===== src/rtl/fp_norm_pack.sv =====
// Exponent adjust, result classification and IEEE-754 single packing behind the leading-zero normalizer.
// Optional per-result and sticky exception flags are enabled by defining FP_NORM_FLAGS_EN.
module fp_norm_pack #(
  parameter int EXP_W           = 8,
  parameter int FRAC_W          = 23,
  parameter bit FLUSH_KEEP_SIGN = 1'b1
) (
  input  logic                    clk,
  input  logic                    rst_n,
  input  logic                    in_valid,
  output logic                    in_ready,
  input  logic                    in_sign,
  input  logic [EXP_W-1:0]        in_exp,
  input  logic [7:0]              in_num,
  input  logic [FRAC_W:0]         in_res,
  output logic                    out_valid,
  input  logic                    out_ready,
`ifdef FP_NORM_FLAGS_EN
  input  logic                    flag_clr,
  output logic                    flag_ovf,
  output logic                    flag_unf,
  output logic                    flag_zero,
  output logic                    flag_bad,
  output logic [3:0]              sticky_flags,
`endif
  output logic [EXP_W+FRAC_W:0]   out_data
);

  localparam int EW = EXP_W + 2;
  localparam int W  = EXP_W + FRAC_W + 1;
  localparam logic signed [EW-1:0] EXP_MAX  = EW'((1 << EXP_W) - 1);
  localparam logic signed [EW-1:0] EXP_ZERO = '0;

  // Stage-1 registers
  logic                     s1_valid;
  logic                     s1_sign;
  logic                     s1_zero;
  logic                     s1_special;
  logic [FRAC_W-1:0]        s1_frac;
  logic signed [EW-1:0]     s1_e_adj;

  logic                     s2_adv;
  logic                     s1_adv;
  logic signed [EW-1:0]     e_adj_d;
  logic                     zero_d;
  logic [W-1:0]             out_d;
  logic                     ovf_c;
  logic                     unf_c;
  logic                     zero_c;
  logic                     unused_hidden;

  assign unused_hidden = in_res[FRAC_W];

  assign s2_adv   = !out_valid || out_ready;
  assign s1_adv   = !s1_valid || s2_adv;
  assign in_ready = s1_adv;

  // NOTE: every always_comb output gets a default first so no path can infer a latch.
  always_comb begin
    e_adj_d = '0;
    zero_d  = 1'b0;
    if (in_num == 8'hFF) begin
      e_adj_d = EW'({2'b00, in_exp}) + EW'(1);
    end else if (in_num <= 8'd23) begin
      e_adj_d = EW'({2'b00, in_exp}) - EW'(in_num);
    end else begin
      zero_d = 1'b1;
    end
  end

  // NOTE: sequential state uses non-blocking assignments so every register samples pre-edge values.
  always_ff @(posedge clk) begin
    if (!rst_n) begin
      s1_valid <= 1'b0;
    end else if (s1_adv) begin
      s1_valid <= in_valid;
    end
  end

  // NOTE: payload registers carry no reset; they are qualified by s1_valid and never observed while empty.
  always_ff @(posedge clk) begin
    if (s1_adv && in_valid) begin
      s1_sign    <= in_sign;
      s1_zero    <= zero_d;
      s1_special <= (in_exp == {EXP_W{1'b1}});
      s1_frac    <= in_res[FRAC_W-1:0];
      s1_e_adj   <= e_adj_d;
    end
  end

  // Priority: special, zero, overflow, underflow, normal.
  always_comb begin
    out_d  = {s1_sign, s1_e_adj[EXP_W-1:0], s1_frac};
    ovf_c  = 1'b0;
    unf_c  = 1'b0;
    zero_c = 1'b0;
    if (s1_special) begin
      out_d = {s1_sign, {EXP_W{1'b1}}, s1_frac};
    end else if (s1_zero) begin
      out_d  = '0;
      zero_c = 1'b1;
    end else if (s1_e_adj >= EXP_MAX) begin
      out_d = {s1_sign, {EXP_W{1'b1}}, {FRAC_W{1'b0}}};
      ovf_c = 1'b1;
    end else if (s1_e_adj <= EXP_ZERO) begin
      out_d = {(FLUSH_KEEP_SIGN ? s1_sign : 1'b0), {(W-1){1'b0}}};
      unf_c = 1'b1;
    end
  end

  always_ff @(posedge clk) begin
    if (!rst_n) begin
      out_valid <= 1'b0;
      out_data  <= '0;
    end else if (s2_adv) begin
      out_valid <= s1_valid;
      if (s1_valid) begin
        out_data <= out_d;
      end
    end
  end

`ifdef FP_NORM_FLAGS_EN
  logic       s1_bad;
  logic       out_xfer;
  logic [3:0] cur_flags;

  // 8'hFF is the legal right-shift code; everything above 24 is an illegal count.
  always_ff @(posedge clk) begin
    if (!rst_n) begin
      s1_bad <= 1'b0;
    end else if (s1_adv && in_valid) begin
      s1_bad <= (in_num > 8'd24) && (in_num != 8'hFF);
    end
  end

  assign out_xfer  = out_valid && out_ready;
  assign cur_flags = {flag_bad, flag_zero, flag_unf, flag_ovf};

  always_ff @(posedge clk) begin
    if (!rst_n) begin
      flag_ovf  <= 1'b0;
      flag_unf  <= 1'b0;
      flag_zero <= 1'b0;
      flag_bad  <= 1'b0;
    end else if (s2_adv && s1_valid) begin
      flag_ovf  <= ovf_c;
      flag_unf  <= unf_c;
      flag_zero <= zero_c;
      flag_bad  <= s1_bad;
    end
  end

  always_ff @(posedge clk) begin
    if (!rst_n) begin
      sticky_flags <= 4'h0;
    end else if (flag_clr) begin
      sticky_flags <= out_xfer ? cur_flags : 4'h0;
    end else if (out_xfer) begin
      sticky_flags <= sticky_flags | cur_flags;
    end
  end
`else
  logic unused_flags;
  assign unused_flags = ^{ovf_c, unf_c, zero_c};
`endif

endmodule


===== config.mk =====
export PLATFORM = sky130hd
export DESIGN_NAME = fp_norm_pack
export DESIGN_NICKNAME = d
export VERILOG_FILES = /design/src/rtl/fp_norm_pack.sv
export SDC_FILE = /design/constraint.sdc
export NUM_CORES = 1
export LEC_CHECK = 0
export ABC_AREA = 1
export BUFFER_PORTS_ARGS = -buffer_cell sky130_fd_sc_hd__buf_2
export CORE_MARGIN = 2
export CORE_UTILIZATION = 35
export DETAILED_ROUTE_END_ITERATION = 8
export GPL_TIMING_DRIVEN = 0
export PLACE_DENSITY_LB_ADDON = 0.12
export SETUP_SLACK_MARGIN = 0.2
export SLEW_MARGIN = 10
export SYNTH_ARGS = -nofsm -noshare
export SYNTH_HDL_FRONTEND = slang
export SYNTH_SLANG_ARGS = --single-unit

===== constraint.sdc =====
create_clock -name clk -period 1.6 [get_ports clk]
set_input_delay 0.08 -clock clk [delete_from_list [all_inputs] [get_ports clk]]
set_output_delay 0.08 -clock clk [all_outputs]
set_load 0.05 [all_outputs]

==> metrics.csv, run 1 <==
metric;value;unit
syn_nets;398;
vias per inst;4.70;
register area share after synthesis;53.9;%
Max-slew headroom;65.7;%
mean post-synth cell area;9.52;sq um
final slew viol count;0;
min-delay src;rst_n;
Die Area;10100;sq um
outcome;finished clean;
post-synthesis cell area;3270;sq um
HP Class;in2reg;
Slew @ Worst Pin;0.511;ns
io pins;79;
Final Hold Vio Count;0;
cell-internal power;2.96;mW
post-DR wirelength/cell;12.7;um
later-pin clock latency in the skew report;0.34;ns
growth of design area from synthesis to finish;33.7;%
via count;2707;
initial antenna violation count;0;
CP Launch Type;flop;
WS Path Type;reg2reg;
Overflow after GRT;0;
power share of the clock group;31.5;%
PwrDens;946;nW/um^2
drt drc;0;
Final ANT Viol Nets;0;
fin util;47.7;%
drt total wl;7310;um
Setup-failing EPs final;0;
Synth Instances;343;
worst-path fanout max;10;
reg2reg start;s1_e_adj[2];
layout cells sized above 1;36.8;%
vias in the first global route;2560;
Final Skew;0.0105;ns
Initial Utilization;35.7;%
sequential share of power;49.6;%
CP arrival;1.60;ns
n_diodes;0;
Site Rows;35;
period utilization;85.9;%
flop and latch count out of synthesis;70;
gpl congestion;0.865;
crit end category;flop;
drt first pass iters;4;
leakage power total;1.89;nW
VDD IR max;0.405;mV
r2r endpoint;out_data[5];
first-pass GRT wire length;11700;um
H-tree depth;3;
CTS Sinks;70;
Tmin final;1.37;ns
unrepaired setup endpoints after global routing;yes;
Fin Setup TNS;0;ns
largest net degree at the start of global routing;19;
Gate power share;18.9;%
Final #Nets;515;
fmax;727;MHz
Primary FF master, synth;edfxtp_1;
power after layout;4.13;mW
dpl hpwl;5190;um
Num CTS Buffers;9;
Die W;101;um
max-cap violation count;0;
Yosys warnings;0;
First DRT Iteration DRCs;91;
Max Root-Sink Buffers;2;
internal reg-to-reg setup slack;0.23;ns
Clock transition at path regs;0.07;ns
hold path cells;3;
synth unique cells;34;
Worst Path Required;1.83;ns
Post-synth EDFFs;36;
Worst R2R Path Depth;9;
GRT Total Usage;14.8;%
WHS;0.0380;ns
sw power;1.17;mW
port bufs;77;
sw frac;28.3;%
clock root buffer;clkbuf_8;
DIE HEIGHT;101;um
Hold EP;out_data[23];
Async SR Flop Fraction;0;%
core area;9150;sq um
CTS tree;yes;
[layout by cell type (no fill, tap or decap), types with 2 or more instances in the layout]
cell type	n
inv_1	31
dlygate4sd3_1	24
buf_4	3
o21ai_1	2
edfxtp_1	36
clkinvlp_4	2
o22ai_1	2
nand4_1	2
dfxtp_1	33
clkbuf_1	6
o21ai_0	27
nand3_2	2
clkbuf_8	12
buf_12	4
ha_1	8
nor2_2	4
inv_2	4
nor2_1	16
nand2_1	54
buf_2	81
nand3_1	23
nand2_4	3
a21oi_2	21
a21oi_1	18
nand2_2	25
xor2_1	3
[synth_stat cells, types with 2 or more instances]
| cell type | count | share of area [%] |
|---|---|---|
| clkbuf_1 | 3 | 0.34 |
| dfxtp_1 | 34 | 21 |
| o22ai_1 | 2 | 0.38 |
| o21ai_0 | 28 | 4.3 |
| nand4_1 | 2 | 0.38 |
| nor2_2 | 2 | 0.38 |
| a21oi_1 | 19 | 2.9 |
| o21ai_1 | 2 | 0.31 |
| buf_12 | 2 | 1.2 |
| edfxtp_1 | 36 | 33 |
| nand2_1 | 60 | 6.9 |
| a21oi_2 | 21 | 5.6 |
| buf_2 | 5 | 0.77 |
| xor2_1 | 3 | 0.80 |
| ha_1 | 9 | 3.4 |
| nand3_1 | 26 | 4.0 |
| inv_1 | 35 | 4.0 |
| nand2_2 | 21 | 4.0 |
| nor2_1 | 18 | 2.1 |
[critical path, stage by stage, from the launching register on]
cell and delay, ns:
edfxtp_1 0.44, nor2_1 0.14, nand2_1 0.08, nor2_1 0.11, nor2_1 0.05, nand2_2 0.08
nand2_4 0.08, buf_12 0.17, nand2_2 0.06, a21oi_2 0.05
[final cells by class]
| cell class | instances | area (sq um) |
|---|---|---|
| timing repair inverter | 1 | 7.51 |
| sequential | 70 | 1770 |
| clock inverter | 1 | 5.00 |
| tap | 111 | 139 |
| buffer | 10 | 76.3 |
| multi-input combinational | 226 | 1370 |
| timing repair buffer | 105 | 683 |
| inverter | 37 | 143 |
| fill | 900 | 4780 |
| clock buffer | 15 | 176 |
[through the flow]
step / setup slack [ns] / instances / instance area, sq um
6_report: 0.225 / 576 / 4370
3_3_place_gp: -0.130 / 531 / 3830
4_1_cts: 0.204 / 572 / 4260
5_1_grt: 0.128 / 576 / 4370
3_5_place_dp: -0.143 / 531 / 3830
2_1_floorplan: -0.0643 / 343 / 3300
[routing by layer]
metal / wire length (um) / track usage, %
met5: 0 / 0
met3: 294 / 3.33
met4: 129 / 6.32
met1: 3270 / 17.2
met2: 3610 / 26.2
[how the worst max path moves through the flow]
| stage | cells past startpoint | endpoint | slack (ns) | startpoint |
|---|---|---|---|---|
| after global routing | 10 | out_data[16] | 0.13 | s1_e_adj[3] |
| after CTS | 3 | s1_zero | 0.20 | s1_valid |
| after detailed placement | 3 | s1_frac[7] | -0.14 | s1_valid |
| after floorplan | 3 | s1_e_adj[0] | -0.06 | out_valid |
| final | 9 | out_data[5] | 0.23 | s1_e_adj[2] |
| after global placement | 3 | s1_frac[7] | -0.13 | s1_valid |
[power by group through the flow]
stage | registers [mW] | clock network (mW) | logic (mW)
2_1_floorplan | 2.26 | 0 | 0.324
3_5_place_dp | 2.09 | 0 | 0.701
3_3_place_gp | 2.09 | 0 | 0.691
4_1_cts | 2.05 | 1.35 | 0.752
5_1_grt | 2.06 | 1.42 | 0.858
6_report | 2.05 | 1.30 | 0.781
[state kept, by name, indices dropped and copies added, names as in the netlist]
name,cells
out_data,32
out_valid,1
s1_e_adj,10
s1_frac,23
s1_sign,1
s1_special,1
s1_valid,1
s1_zero,1
[kinds of logic after synthesis]
| group | after synthesis | share of synthesized area, % |
|---|---|---|
| DFF | 70 | 53.9 |
| and+or+nand+nor | 135 | 19.6 |
| xor gates and xnor gates | 4 | 1.07 |
| adders and majority gates | 10 | 4.06 |
| buffers and inverters | 47 | 6.59 |
| AOI/OAI and AO/OA | 77 | 14.7 |
[what timing repair did]
item,CTS,global route
endpoints found under the setup margin,37,62
buffers inserted,0,4
gates cloned,1,0
gates resized for setup,2,17
hold buffers,24,0
hold endpoints to repair,24,0
pin swaps,0,4
No activity file was read; power rests on OpenSTA's default activity.
==> run 2, diff against run 1 <==
--- a/config.mk
+++ b/config.mk
@@ -7,8 +7,10 @@
 export LEC_CHECK = 0
 export ABC_AREA = 1
 export BUFFER_PORTS_ARGS = -buffer_cell sky130_fd_sc_hd__buf_2
+export CELL_PAD_IN_SITES_DETAIL_PLACEMENT = 1
+export CELL_PAD_IN_SITES_GLOBAL_PLACEMENT = 2
 export CORE_MARGIN = 2
-export CORE_UTILIZATION = 35
+export CORE_UTILIZATION = 29
 export DETAILED_ROUTE_END_ITERATION = 8
 export GPL_TIMING_DRIVEN = 0
 export PLACE_DENSITY_LB_ADDON = 0.12
==> run 2 against run 1 <==
Design area increased by 3.1%. Combinational power up 1%. Largest power group unchanged. Utilization decreased by 6.5 points. Worst hold slack better by 0.016 ns. Register-to-register slack barely moved. Clock skew decreased by 0.0037 ns. Sequential power about the same. First-iteration DRC count rose by 14%. Worst setup slack worse by 0.011 ns. Sequential cell count did not move. Sequential share of layout area decreased by 1.2 points. Critical endpoint is now out_data[9]. Maximum frequency is 0.83% lower.
==> metrics.csv, run 2 (synthesis gave the netlist of run 1 again) <==
metric;value;unit;change
CTS tree;yes;;
post-DR wirelength/cell;13.4;um;+5.6%
Slew @ Worst Pin;0.558;ns;+0.0466 ns
dpl hpwl;5780;um;+11%
drt first pass iters;4;;unchanged
final slew viol count;0;;unchanged
via count;2719;;+0.44%
GRT Total Usage;14.3;%;-0.56 points
outcome;finished clean;;
growth of design area from synthesis to finish;37.9;%;
fmax;721;MHz;-0.83%
H-tree depth;3;;unchanged
Final Hold Vio Count;0;;unchanged
HP Class;in2reg;;
port bufs;77;;unchanged
Fin Setup TNS;0;ns;unchanged
VDD IR max;0.678;mV;+67%
Final #Nets;517;;+0.39%
PwrDens;1020;nW/um^2;+8.1%
first-pass GRT wire length;13300;um;+14%
core area;10900;sq um;+19%
Die Area;12100;sq um;+20%
number of flip-flops in the largest register;32;;unchanged
Final Skew;0.00683;ns;-0.00368 ns
gpl congestion;0.741;;-14%
DIE HEIGHT;110;um;+9.5%
max-cap violation count;0;;unchanged
period utilization;86.6;%;+0.71 points
area taken by flip-flops and latches;1770;sq um;unchanged
WHS;0.0538;ns;+0.0158 ns
vias in the first global route;2743;;+7.1%
Worst Slack Setup Final;0.214;ns;-0.0114 ns
fin util;41.2;%;-6.5 points
largest net degree at the start of global routing;19;;unchanged
io pins;79;;unchanged
CTS Sinks;70;;unchanged
leakage power total;1.93;nW;+2.1%
Tmin final;1.39;ns;+0.0114 ns
crit end category;flop;;
commonest non-fill, non-tap cell in the layout;buf_2;;
power after layout;4.61;mW;+11%
unrepaired setup endpoints after global routing;yes;;
most frequent cells in the layout;buf_2, nand2_1, edfxtp_1, dfxtp_1, inv_1;;
drt total wl;8140;um;+11%
vias per inst;4.48;;-4.7%
Most flops, register;out_data;;
Initial Utilization;29.9;%;-5.8 points
Setup-failing EPs final;0;;unchanged
Clock transition at path regs;0.06;ns;about the same
Overflow after GRT;0;;unchanged
drt drc;0;;unchanged
Num CTS Buffers;9;;unchanged
initial antenna violation count;0;;unchanged
Largest regs;out_data x32, s1_frac x23, s1_e_adj x10;;
CP arrival;1.59;ns;about the same
Max Root-Sink Buffers;2;;unchanged
n_diodes;0;;unchanged
Place WS;-0.134;ns;+0.00909 ns
clock root buffer;clkbuf_16;;
later-pin clock latency in the skew report;0.32;ns;-0.02 ns
Worst Path Required;1.81;ns;-0.02 ns
WS Path Type;reg2reg;;
First DRT Iteration DRCs;104;;+14%
CP Launch Type;flop;;
Die W;110;um;+9.5%
Max-slew headroom;62.6;%;-3.1 points
layout cells sized above 1;38.3;%;+1.6 points
Filler Cells Inserted;1291;;+43%
Multi-input gate area;1390;sq um;+1.1%
Final ANT Viol Nets;0;;unchanged
Site Rows;38;;+8.6%
worst-path fanout max;10;;unchanged
[run 2: changes by cell type in the layout (fill, tap and decap cells not counted), sizes merged]
cell	change
buf	+2
clkinvlp	+3
clkinv	+3
clkbuf	-6
[run 2: area by class of cell]
type	count	share of cell area, %
clock inverter	7	0.917
clock buffer	9	5.00
tap	140	3.89
timing repair buffer	107	15.2
timing repair inverter	1	0.167
sequential	70	39.2
multi-input combinational	226	30.8
buffer	10	1.69
inverter	37	3.17
[run 2: where the power goes]
group | leakage (nW) | switching (mW) | internal, mW
logic | 1.17 | 0.516 | 0.273
registers | 0.634 | 0.0518 | 2.00
clock network | 0.125 | 0.733 | 1.03
total | 1.93 | 1.30 | 3.31
[run 2: final timing paths]
path | slack (ns) | endpoint | start | cells after the start
setup / recovery | 0.21 | out_data[9] | s1_e_adj[2] | 9
hold / removal | 0.05 | out_data[23] | rst_n | 3
setup reg to reg | 0.21 | out_data[9] | s1_e_adj[2] | 9
hold reg to reg | 0.46 | out_data[28] | out_data[28] | 2
[run 2: metrics by stage]
step	instances	area [sq um]
5_1_grt	607	4500
3_5_place_dp	560	3860
3_3_place_gp	560	3860
6_report	607	4500
2_1_floorplan	343	3300
4_1_cts	604	4400
[run 2: critical path, stage by stage (launching register included)]
cell and delay, ns:
edfxtp_1 0.42, nor2_1 0.15, nand2_1 0.10, nor2_1 0.11, nor2_1 0.06, nand2_2 0.08, nand2_4 0.09, buf_12 0.17
nand2_2 0.06, a21oi_2 0.05
[run 2: repair_timing]
item,CTS,global route
endpoints found under the setup margin,47,48
hold endpoints to repair,24,0
pin swaps,0,7
hold buffers,24,0
gates cloned,1,0
gates resized for setup,3,18
buffers inserted,3,3
[run 2: routing by layer]
layer / global-route usage (%) / part of all wire [%] / wire length [um] / vias to the layer above
met2: 23.2 / 48 / 3870 / 56
met1: 18.7 / 47 / 3870 / 1254
li1: - / - / - / 1398
met3: 3.29 / 3.5 / 283 / 11
met4: 4.82 / 1.5 / 122 / 0
met5: 0 / 0 / 0 / -
==> run 3, diff against run 2 <==
--- a/config.mk
+++ b/config.mk
@@ -10,7 +10,7 @@
 export CELL_PAD_IN_SITES_DETAIL_PLACEMENT = 1
 export CELL_PAD_IN_SITES_GLOBAL_PLACEMENT = 2
 export CORE_MARGIN = 2
-export CORE_UTILIZATION = 29
+export CORE_UTILIZATION = 35
 export DETAILED_ROUTE_END_ITERATION = 8
 export GPL_TIMING_DRIVEN = 0
 export PLACE_DENSITY_LB_ADDON = 0.12
==> constraint.sdc (replaced) <==
create_clock -name clk -period 1.8 [get_ports clk]
set_input_delay 0.09 -clock clk [delete_from_list [all_inputs] [get_ports clk]]
set_output_delay 0.09 -clock clk [all_outputs]
set_load 0.05 [all_outputs]
==> run 3 against run 2 <==
Register-to-register slack better by 0.19 ns. Utilization up 5.2 points. Sequential cell count unchanged. Die area down 17%. First-iteration DRC count down 47%. Clock-buffer cell count unchanged. Critical path depth up 4. Clock power down 33%. Design area down 5.6%. Power down 20%. Critical endpoint is now s1_e_adj[6]. Clock skew up 0.0070 ns.
==> metrics.csv, run 3 (synthesis gave the netlist of run 1 again) <==
metric;value;unit;change
Setup-failing EPs final;0;;unchanged
Most flops, register;out_data;;
commonest non-fill, non-tap cell in the layout;buf_2;;
Initial Utilization;35.7;%;+5.8 points
fin area;4250;sq um;-5.6%
leakage power total;1.85;nW;-3.9%
Final ANT Viol Nets;0;;unchanged
Slowest cell on crit path;fa_1;;
max-cap violation count;0;;unchanged
period utilization;79.3;%;
Overflow after GRT;0;;unchanged
drt drc;0;;unchanged
Final Skew;0.0138;ns;+0.00697 ns
HP Class;in2reg;;
Slew @ Worst Pin;0.557;ns;-0.000840 ns
Final #Nets;511;;-1.2%
setup bufs post-CTS;0;;-3
PwrDens;863;nW/um^2;-16%
n_diodes;0;;unchanged
Site Rows;35;;-7.9%
largest net degree at the start of global routing;19;;unchanged
later-pin clock latency in the skew report;0.34;ns;+0.02 ns
First DRT Iteration DRCs;55;;-47%
fmax;701;MHz;
CTS Sinks;70;;unchanged
H-tree depth;3;;unchanged
DIE HEIGHT;101;um;-8.6%
initial antenna violation count;0;;unchanged
WS Path Type;in2reg;;
Final Hold Vio Count;0;;unchanged
most frequent cells in the layout;buf_2, nand2_1, edfxtp_1, inv_1, dfxtp_1;;
final slew viol count;0;;unchanged
gpl congestion;0.749;;+1.1%
placed inst area;3820;sq um;-1.2%
Max-slew headroom;62.6;%;about the same
dpl cells;531;;-5.2%
port bufs;77;;unchanged
Place WS;-0.00943;ns;+0.124 ns
post-DR wirelength/cell;14.2;um;+5.7%
Worst Slack Setup Final;0.373;ns;+0.159 ns
GRT Total Usage;17.1;%;+2.8 points
Tmin final;1.43;ns;
Die W;101;um;-8.6%
Worst Path Required;1.90;ns;+0.09 ns
VDD IR max;0.359;mV;-47%
first-pass GRT wire length;13500;um;+1.7%
drt first pass iters;4;;unchanged
Max Root-Sink Buffers;2;;unchanged
non-filler cells, final;572;;-5.8%
fin util;46.4;%;+5.2 points
clock root buffer;clkbuf_8;;
unrepaired setup endpoints after global routing;no;;
worst-path fanout max;4;;-6
CTS tree;yes;;
crit end category;flop;;
layout cells sized above 1;33.4;%;-4.9 points
via count;2749;;+1.1%
dpl hpwl;5870;um;+1.6%
Clock transition at path regs;0.08;ns;+0.02 ns
Die Area;10100;sq um;-17%
Largest regs;out_data x32, s1_frac x23, s1_e_adj x10;;
power after layout;3.67;mW;-20%
critical-path cell list;buf_2 > inv_1 > ha_1 > inv_1 > fa_1 > nand2_1 > nand2_1 > nand2_1 > nand2_1 > a21oi_1 > nand2_1 > nand2_1 > o21ai_1;;
CP arrival;1.53;ns;-0.06 ns
CP Launch Type;input pin;;
vias in the first global route;2842;;+3.6%
number of flip-flops in the largest register;32;;unchanged
most frequent cell on the critical path;nand2_1;;
worst stage delay on the critical path;0.38;ns;-0.04 ns
growth of design area from synthesis to finish;30.1;%;
vias per inst;4.81;;+7.3%
io pins;79;;unchanged
core area;9150;sq um;-16%
Num CTS Buffers;9;;unchanged
outcome;finished clean;;
drt total wl;8110;um;-0.38%
run 3: worst paths after layout:
check,cells past startpoint,from,slack (ns),end
hold / removal,3,rst_n,0.05,out_data[20]
setup reg to reg,3,s1_valid,0.40,s1_e_adj[3]
setup / recovery,13,in_exp[0],0.37,s1_e_adj[6]
hold reg to reg,2,out_data[30],0.47,out_data[30]
run 3: stage by stage:
step | hold WS (ns) | TNS [ns]
global placement | 0.266 | 0
CTS | 0.0306 | 0
global route | 0.0514 | 0
floorplan | 0.189 | 0
detailed placement | 0.270 | -0.00943
finish | 0.0513 | 0
run 3: worst max-delay path: cells and delay by family:
kind / cells / cell delay [ns]
AND/OR/NAND/NOR: 6 / 0.44
buffers and inverters: 3 / 0.23
adder cells (fa/ha/maj): 2 / 0.52
AO/OA/AOI/OAI: 2 / 0.24
run 3: final cells by class:
type                    instances  area [sq um]
plain buffers                  10          76.3
clock buffers                   9           124
clock inverters                 7          60.1
fillers                      1086          4900
inverters                      37           143
multi-input cells             226          1310
flip-flops and latches         70          1770
well taps                     111           139
repair buffers                101           626
repair inverters                1          7.51
run 3: what timing repair did:
item,in CTS,in global routing
endpoints found under the setup margin,36,0
hold buffers,24,0
endpoints found under the hold margin,24,0
gates resized for setup,1,0
run 3: metal layers:
| layer | GRT usage [%] | share of wire [%] | up-vias |
|---|---|---|---|
| met5 | 0 | 0 | - |
| met2 | 30.8 | 51 | 49 |
| li1 | - | - | 1386 |
| met4 | 4.74 | 0.92 | 0 |
| met3 | 3.61 | 3.4 | 8 |
| met1 | 20.4 | 45 | 1306 |
run 3: report_power, final:
| group | leakage [nW] | switching, mW | total, mW | internal, mW |
|---|---|---|---|---|
| combinational | 1.12 | 0.442 | 0.663 | 0.221 |
| sequential | 0.634 | 0.0467 | 1.82 | 1.78 |
| clock | 0.0931 | 0.656 | 1.18 | 0.527 |
| total | 1.85 | 1.14 | 3.67 | 2.52 |
